File: src/rtl/mem_port_arbiter.sv
// Round-robin arbiter sharing one memory port between two requesters; request to ready takes 2 cycles plus memory wait.
// One transaction in flight: the loser holds valid until served, and an optional watchdog aborts a stalled memory.
module mem_port_arbiter #(
  parameter int ADDR_WIDTH = 32,
  parameter int DATA_WIDTH = 128,
  parameter int TIMEOUT    = 0
) (
  input  logic                  clock,
  input  logic                  reset_n,
  input  logic [ADDR_WIDTH-1:0] req0_addr,
  input  logic [DATA_WIDTH-1:0] req0_datain,
  input  logic                  req0_rw,
  input  logic                  req0_valid,
  output logic                  req0_ready,
  output logic [DATA_WIDTH-1:0] req0_dataout,
  output logic                  req0_error,
  input  logic [ADDR_WIDTH-1:0] req1_addr,
  input  logic [DATA_WIDTH-1:0] req1_datain,
  input  logic                  req1_rw,
  input  logic                  req1_valid,
  output logic                  req1_ready,
  output logic [DATA_WIDTH-1:0] req1_dataout,
  output logic                  req1_error,
  output logic [1:0]            grant,
  output logic [ADDR_WIDTH-1:0] mem_req_addr,
  output logic [DATA_WIDTH-1:0] mem_req_dataout,
  output logic                  mem_req_rw,
  output logic                  mem_req_valid,
  input  logic [DATA_WIDTH-1:0] mem_req_datain,
  input  logic                  mem_req_ready
);

  localparam logic [1:0] IDLE = 2'd0;
  localparam logic [1:0] BUSY = 2'd1;
  localparam logic [1:0] RESP = 2'd2;

  localparam logic [31:0] CNT_LAST = (TIMEOUT > 0) ? 32'(TIMEOUT - 1) : 32'd0;

  typedef struct packed {
    logic [ADDR_WIDTH-1:0] addr;
    logic                  rw;
    logic [DATA_WIDTH-1:0] wdata;
  } mem_req_t;

  logic [1:0]            state;
  logic                  owner;
  logic                  rr_ptr;
  mem_req_t              req_q;
  logic [DATA_WIDTH-1:0] rdata;
  logic                  err;
  logic [31:0]           cnt;

  logic any_vld;
  logic sel;
  logic watchdog_hit;
  logic resp0;
  logic resp1;

  // A lone requester wins outright; a tie goes to the round-robin pointer.
  always_comb begin
    any_vld = req0_valid | req1_valid;
    sel     = (req0_valid && req1_valid) ? rr_ptr : req1_valid;
  end

  assign watchdog_hit = (TIMEOUT > 0) && (cnt == CNT_LAST);

  always_ff @(posedge clock or negedge reset_n) begin
    if (!reset_n) begin
      state  <= IDLE;
      owner  <= 1'b0;
      rr_ptr <= 1'b0;
      req_q  <= '0;
      rdata  <= '0;
      err    <= 1'b0;
      cnt    <= '0;
    end else begin
      case (state)
        IDLE: begin
          if (any_vld) begin
            owner <= sel;
            req_q <= sel ? {req1_addr, req1_rw, req1_datain}
                         : {req0_addr, req0_rw, req0_datain};
            cnt   <= '0;
            state <= BUSY;
          end
        end
        BUSY: begin
          // Memory completion takes precedence over a simultaneous watchdog expiry.
          if (mem_req_ready) begin
            rdata <= req_q.rw ? '0 : mem_req_datain;
            err   <= 1'b0;
            state <= RESP;
          end else if (watchdog_hit) begin
            rdata <= '0;
            err   <= 1'b1;
            state <= RESP;
          end else begin
            cnt <= cnt + 32'd1;
          end
        end
        RESP: begin
          rr_ptr <= ~owner;
          state  <= IDLE;
        end
        default: state <= IDLE;
      endcase
    end
  end

  assign mem_req_valid   = (state == BUSY);
  assign mem_req_addr    = req_q.addr;
  assign mem_req_rw      = req_q.rw;
  assign mem_req_dataout = req_q.wdata;

  assign grant = (state == IDLE) ? 2'b00 : (owner ? 2'b10 : 2'b01);

  assign resp0 = (state == RESP) && !owner;
  assign resp1 = (state == RESP) && owner;

  assign req0_ready   = resp0;
  assign req0_dataout = resp0 ? rdata : '0;
  assign req0_error   = resp0 & err;
  assign req1_ready   = resp1;
  assign req1_dataout = resp1 ? rdata : '0;
  assign req1_error   = resp1 & err;

endmodule

File: config.mk
export PLATFORM = sky130hd
export DESIGN_NAME = mem_port_arbiter
export DESIGN_NICKNAME = d
export VERILOG_FILES = /design/src/rtl/mem_port_arbiter.sv
export SDC_FILE = /design/constraint.sdc
export NUM_CORES = 1
export LEC_CHECK = 0
export BUFFER_PORTS_ARGS = -buffer_cell sky130_fd_sc_hd__buf_4
export CORE_AREA = 2 2 347 349
export CTS_CLUSTER_DIAMETER = 150
export CTS_CLUSTER_SIZE = 24
export DETAILED_ROUTE_END_ITERATION = 10
export DIE_AREA = 0 0 349 351
export PLACE_DENSITY = 0.31
export SYNTH_ARGS = -nofsm -noshare
export SYNTH_HDL_FRONTEND = slang
export SYNTH_SLANG_ARGS = --single-unit
export TNS_END_PERCENT = 10
File: constraint.sdc
create_clock -name clock -period 4.46 [get_ports clock]
set_input_delay 0.223 -clock clock [delete_from_list [all_inputs] [get_ports clock]]
set_output_delay 0.223 -clock clock [all_outputs]
set_load 0.05 [all_outputs]
# Yosys cells after proc, flatten, opt, wreduce, memory -nomap -nowiden
# Cells that the tools add are included.
[word_totals]
regBits = 293
input_bits = 455
wordCells = 31
[classes]
n_eq_ne = 4
muxes = 10
n_reduce_logical = 8
bitwise = 2
[op_table]
columns = ["op", "count"]
rows = [
  ["$mux 128", 3],
  ["$mux 161", 1],
  ["$mux 2", 4],
  ["$reduce_and 2->1", 3],
  ["$pmux 2 s2", 1],
  ["$logic_and 1x1->1", 3],
  ["$eq 2x1->1 const B", 1],
  ["$eq 2x2->1 const B", 1],
  ["$logic_not 2->1", 1],
  ["$ne 2x1->1 const B", 1],
  ["$ne 2x2->1 const B", 1],
  ["$logic_not 1->1", 1],
  ["$mux 1", 1],
  ["$not 1->1", 1],
  ["$or 1x1->1", 1],
]

# Depth between registers and ports, before layout
[depth]
word_depth = 3
depth_mapped = 6
ltp_nobuf = 3

# Worst setup path before layout
# No wires, ideal clock.
[synth_timing]
path_type = "reg2out"
startpoint = "register state[0]"
endpoint = "output req0_dataout[119]"
setup_slack_ns = 2.397
arrival_ns = 1.840
required_ns = 4.237
stages_incl_launch_ff = 5
path_buffers = 1
cell_sequence = "dfrtp_1 -> nand2b_1 -> nor2_1 -> clkbuf_1 -> and2_1"
[synth_via]
elab_chain_len = 3
[synth_lines]
columns = ["element", "line_no", "source"]
rows = [
  ["start, declared", "45", "logic [1:0] state;"],
  ["start signal, assigned", "69", "state <= IDLE;"],
  ["start signal, assigned", "84", "state <= BUSY;"],
  ["start signal, assigned", "92", "state <= RESP;"],
  ["$eq 2x2->1", "117", "assign resp0 = (state == RESP) && !owner;"],
  ["$logic_and 1x1->1", "117", ""],
  ["named net req0_ready", "14", "output logic req0_ready,"],
  ["$mux 128", "121", "assign req0_dataout = resp0 ? rdata : '0;"],
  ["end, declared", "15", "output logic [DATA_WIDTH-1:0] req0_dataout,"],
]
# The timed path passes the listed nets, and every way through them passes these cells.

# Worst setup path after layout
[layout_timing]
startpoint = "register state[0]"
endpoint = "output req1_dataout[95]"
[layout_via]
elab_chain_len = 3
[layout_lines]
columns = ["element", "line_no", "source"]
rows = [
  ["$eq 2x2->1", "118", "assign resp1 = (state == RESP) && owner;"],
  ["$logic_and 1x1->1", "118", ""],
  ["$mux 128", "124", "assign req1_dataout = resp1 ? rdata : '0;"],
  ["end, declared", "22", "output logic [DATA_WIDTH-1:0] req1_dataout,"],
]
# Every way passes these cells.

==> results.txt <==
Yosys warning total -> 0
maximum VDD drop -> 0.3921 mV
Post-route DRC -> 0
Post-synth top flop -> dfrtp_1
post-synthesis sequential area ratio -> 46.65%
Placement Rows -> 127
Avg WL per Cell -> 20.03 um
Fin Hold WS -> 0.03445 ns
Mapped Cells -> 1,813
via-per-instance ratio -> 4.094
DR iter-0 viols -> 875
FF-to-FF End -> mem_req_dataout[110]
CTS max path bufs -> 3
vias -> 18,580
wire length of the first global-routing pass -> 131,200 um
nets -> 3,429
PD cells -> 613.7 mW/mm2
number of synthesized flops with an enable pin -> 0
WP buf/inv -> 2
Slew @ Worst Pin -> 1.048 ns
clk slew on worst S/H paths -> 0.11 ns
commonest non-fill, non-tap cell in the layout -> buf_4
Worst Reg2Reg Path Length in Cells -> 5
Chip Height -> 351 um
area grow syn2layout -> 82.85%
die area -> 0.1225 mm2
grt total ovfl -> 0
vias in the first global route -> 19,591
grt peak-use layer -> met2
Seq cells post-synth -> 293
arrival time of the worst setup path -> 3.05 ns
initial antenna violation count -> 21
Hold Path Class -> input port to register
Synth Area in Simple Gates -> 18.84%
Worst setup SP type -> register
H-tree depth -> 1
Max Cap Violations -> 0
PostCTS Resize Cnt -> 0
Worst Hold Path Cells -> 3
CP delay by family, top -> simple AND/OR/NAND/NOR gates
clk_skew -> 0.01785 ns
hpwl dp -> 63,590 um
crit-path max FO -> 58
final hold vios -> 0
Crit path depth -> 5
CP max stage cell -> nor2_4
WL final -> 90,880 um
f_max -> 305.9 MHz
Slew HR -> 30.14%
Initial Util -> 13.21%
CP Capture Type -> output port
fraction of layout cells with a size suffix above 1 -> 31.74%
gpl congestion -> 0.7773
met2 Use GR -> 24.49%
Syn Area/Cell -> 8.669 um2
fin util -> 24.15%
drt pass-1 iters -> 7
Slew Limit Fails -> 0
async set-or-reset flop fraction in the synthesized netlist -> 100.0%
fin crit share -> 73.30%
core box area -> 0.1190 mm2
main combinational cell family by area after synthesis -> compound AO/OA/AOI/OAI gates
R2R setup slack -> 1.65 ns
met1 Track Usage GR -> 16.76%
Ports -> 879
clk sinks -> 293
critical path's most frequent cell -> buf_4
Global Route Usage Sum -> 13.93%
# Post-CTS Setup Buffers -> 0
Root Buffer Master -> clkbuf_16
xor-xnor portion of the synthesized cell area -> 0%
crit path kind -> register to output port
commonest non-fill, non-tap cells in the layout -> 901 x buf_4, 441 x dlygate4sd3_1, 322 x a21oi_1
CP cell instances -> nand2b_1 > nor2_4 > buf_4 > and2_1 > buf_4
clock latency on the worst-skew pair -> 0.56 ns
largest net degree at the start of global routing -> 209
TritonCTS clock tree -> built
Worst Hold End -> mem_req_dataout[122]
Tmin final -> 3.269 ns
Num CTS Buffers -> 16
PortBufs -> 876
Critical Path Max Stage Delay -> 0.76 ns
grt met3 use -> 3.813%
setup TNS -> 0 ns
Synth Area in Adders -> 0%
Final WS setup -> 1.191 ns
RSZ-0062 raised after global routing -> false
Leak -> 12.47 nW
mux cell area share after synthesis -> 0%
die width -> 349 um
Setup-failing EPs final -> 0
pre-CTS setup slack -> 1.746 ns
Worst EP required -> 4.24 ns
outcome -> completed
r2r startpoint -> state[1]
Mapped Area -> 0.01572 mm2
post-synthesis cell type count -> 23
Worst Hold Launch -> req0_datain[122]
complex-gate fraction of the synthesized area -> 28.57%
Routed Antenna Nets -> 0
==> cell usage after synthesis, types with 2 or more instances <==
library cell / instances / share of area [%]
a21oi_1: 322 / 10
a311oi_1: 161 / 9.0
and2_1: 256 / 10
buf_1: 9 / 0.21
buf_2: 82 / 2.6
buf_4: 2 / 0.096
clkbuf_1: 121 / 2.9
dfrtp_1: 293 / 47
inv_1: 3 / 0.072
nand2_1: 129 / 3.1
nand2b_1: 131 / 5.2
nor2_1: 5 / 0.12
o21ai_0: 280 / 8.9
o21ai_1: 10 / 0.32
==> per-layer routing <==
| metal | vias up | part of all wire, % |
|---|---|---|
| met5 | - | 0.10 |
| met4 | 14 | 2.0 |
| met1 | 9078 | 41 |
| met2 | 714 | 49 |
| li1 | 8694 | - |
| met3 | 80 | 7.7 |
==> through the flow <==
stage | instances | power (mW) | instance area, um2
2_1_floorplan | 1814 | 10.71 | 15720
3_3_place_gp | 4063 | 14.46 | 23820
3_5_place_dp | 4063 | 14.50 | 23820
4_1_cts | 4525 | 17.89 | 28710
5_1_grt | 4535 | 18.80 | 28730
6_report | 4538 | 17.64 | 28740
==> worst max path at each step <==
stage	start	endpoint	slack, ns
after floorplan	state[0]	req0_dataout[119]	2.40
after global placement	state[0]	req1_dataout[95]	1.88
after detailed placement	state[0]	req1_dataout[92]	1.75
after CTS	state[0]	req1_dataout[95]	1.08
after global routing	state[0]	req1_dataout[95]	0.88
final	state[0]	req1_dataout[95]	1.19
==> worst min-delay path, cell delays in order <==
cell and delay, ns:
buf_4 0.11, o21ai_0 0.14, a21oi_1 0.09
==> kinds of logic after synthesis <==
logic type	count (synthesis)
AO/OA/AOI/OAI	775
AND/OR/NAND/NOR	526
flip-flops	293
other	1
buffers and inverters	218
==> area by class of cell <==
class	instances	area, um2
Antenna cell	13	32.53
Inverter	4	17.52
Sequential cell	293	7336
Timing Repair Buffer	1356	11440
Clock buffer	19	442.9
Tap cell	1548	1937
Multi-Input combinational cell	1303	7502
Clock inverter	2	25.02
Fill cell	13158	90280
==> what timing repair did <==
action | 4_1_cts | 5_1_grt
endpoints found under the setup margin | 0 | 0
endpoints found under the hold margin | 375 | 0
hold buffers | 441 | 0
==> sequential cells by signal (all words and copies together), names as in the netlist <==
register and count:
mem_req_rw 1, mem_req_dataout 128, state 2, rdata 128, owner 1, rr_ptr 1, mem_req_addr 32
==> power by group <==
| part | total (mW) | switching (mW) | internal (mW) |
|---|---|---|---|
| logic | 10.6 | 6.61 | 3.99 |
| registers | 5.23 | 1.25 | 3.97 |
| clock network | 1.81 | 1.09 | 0.722 |
Note: power is estimated with default switching activity, not from simulation.
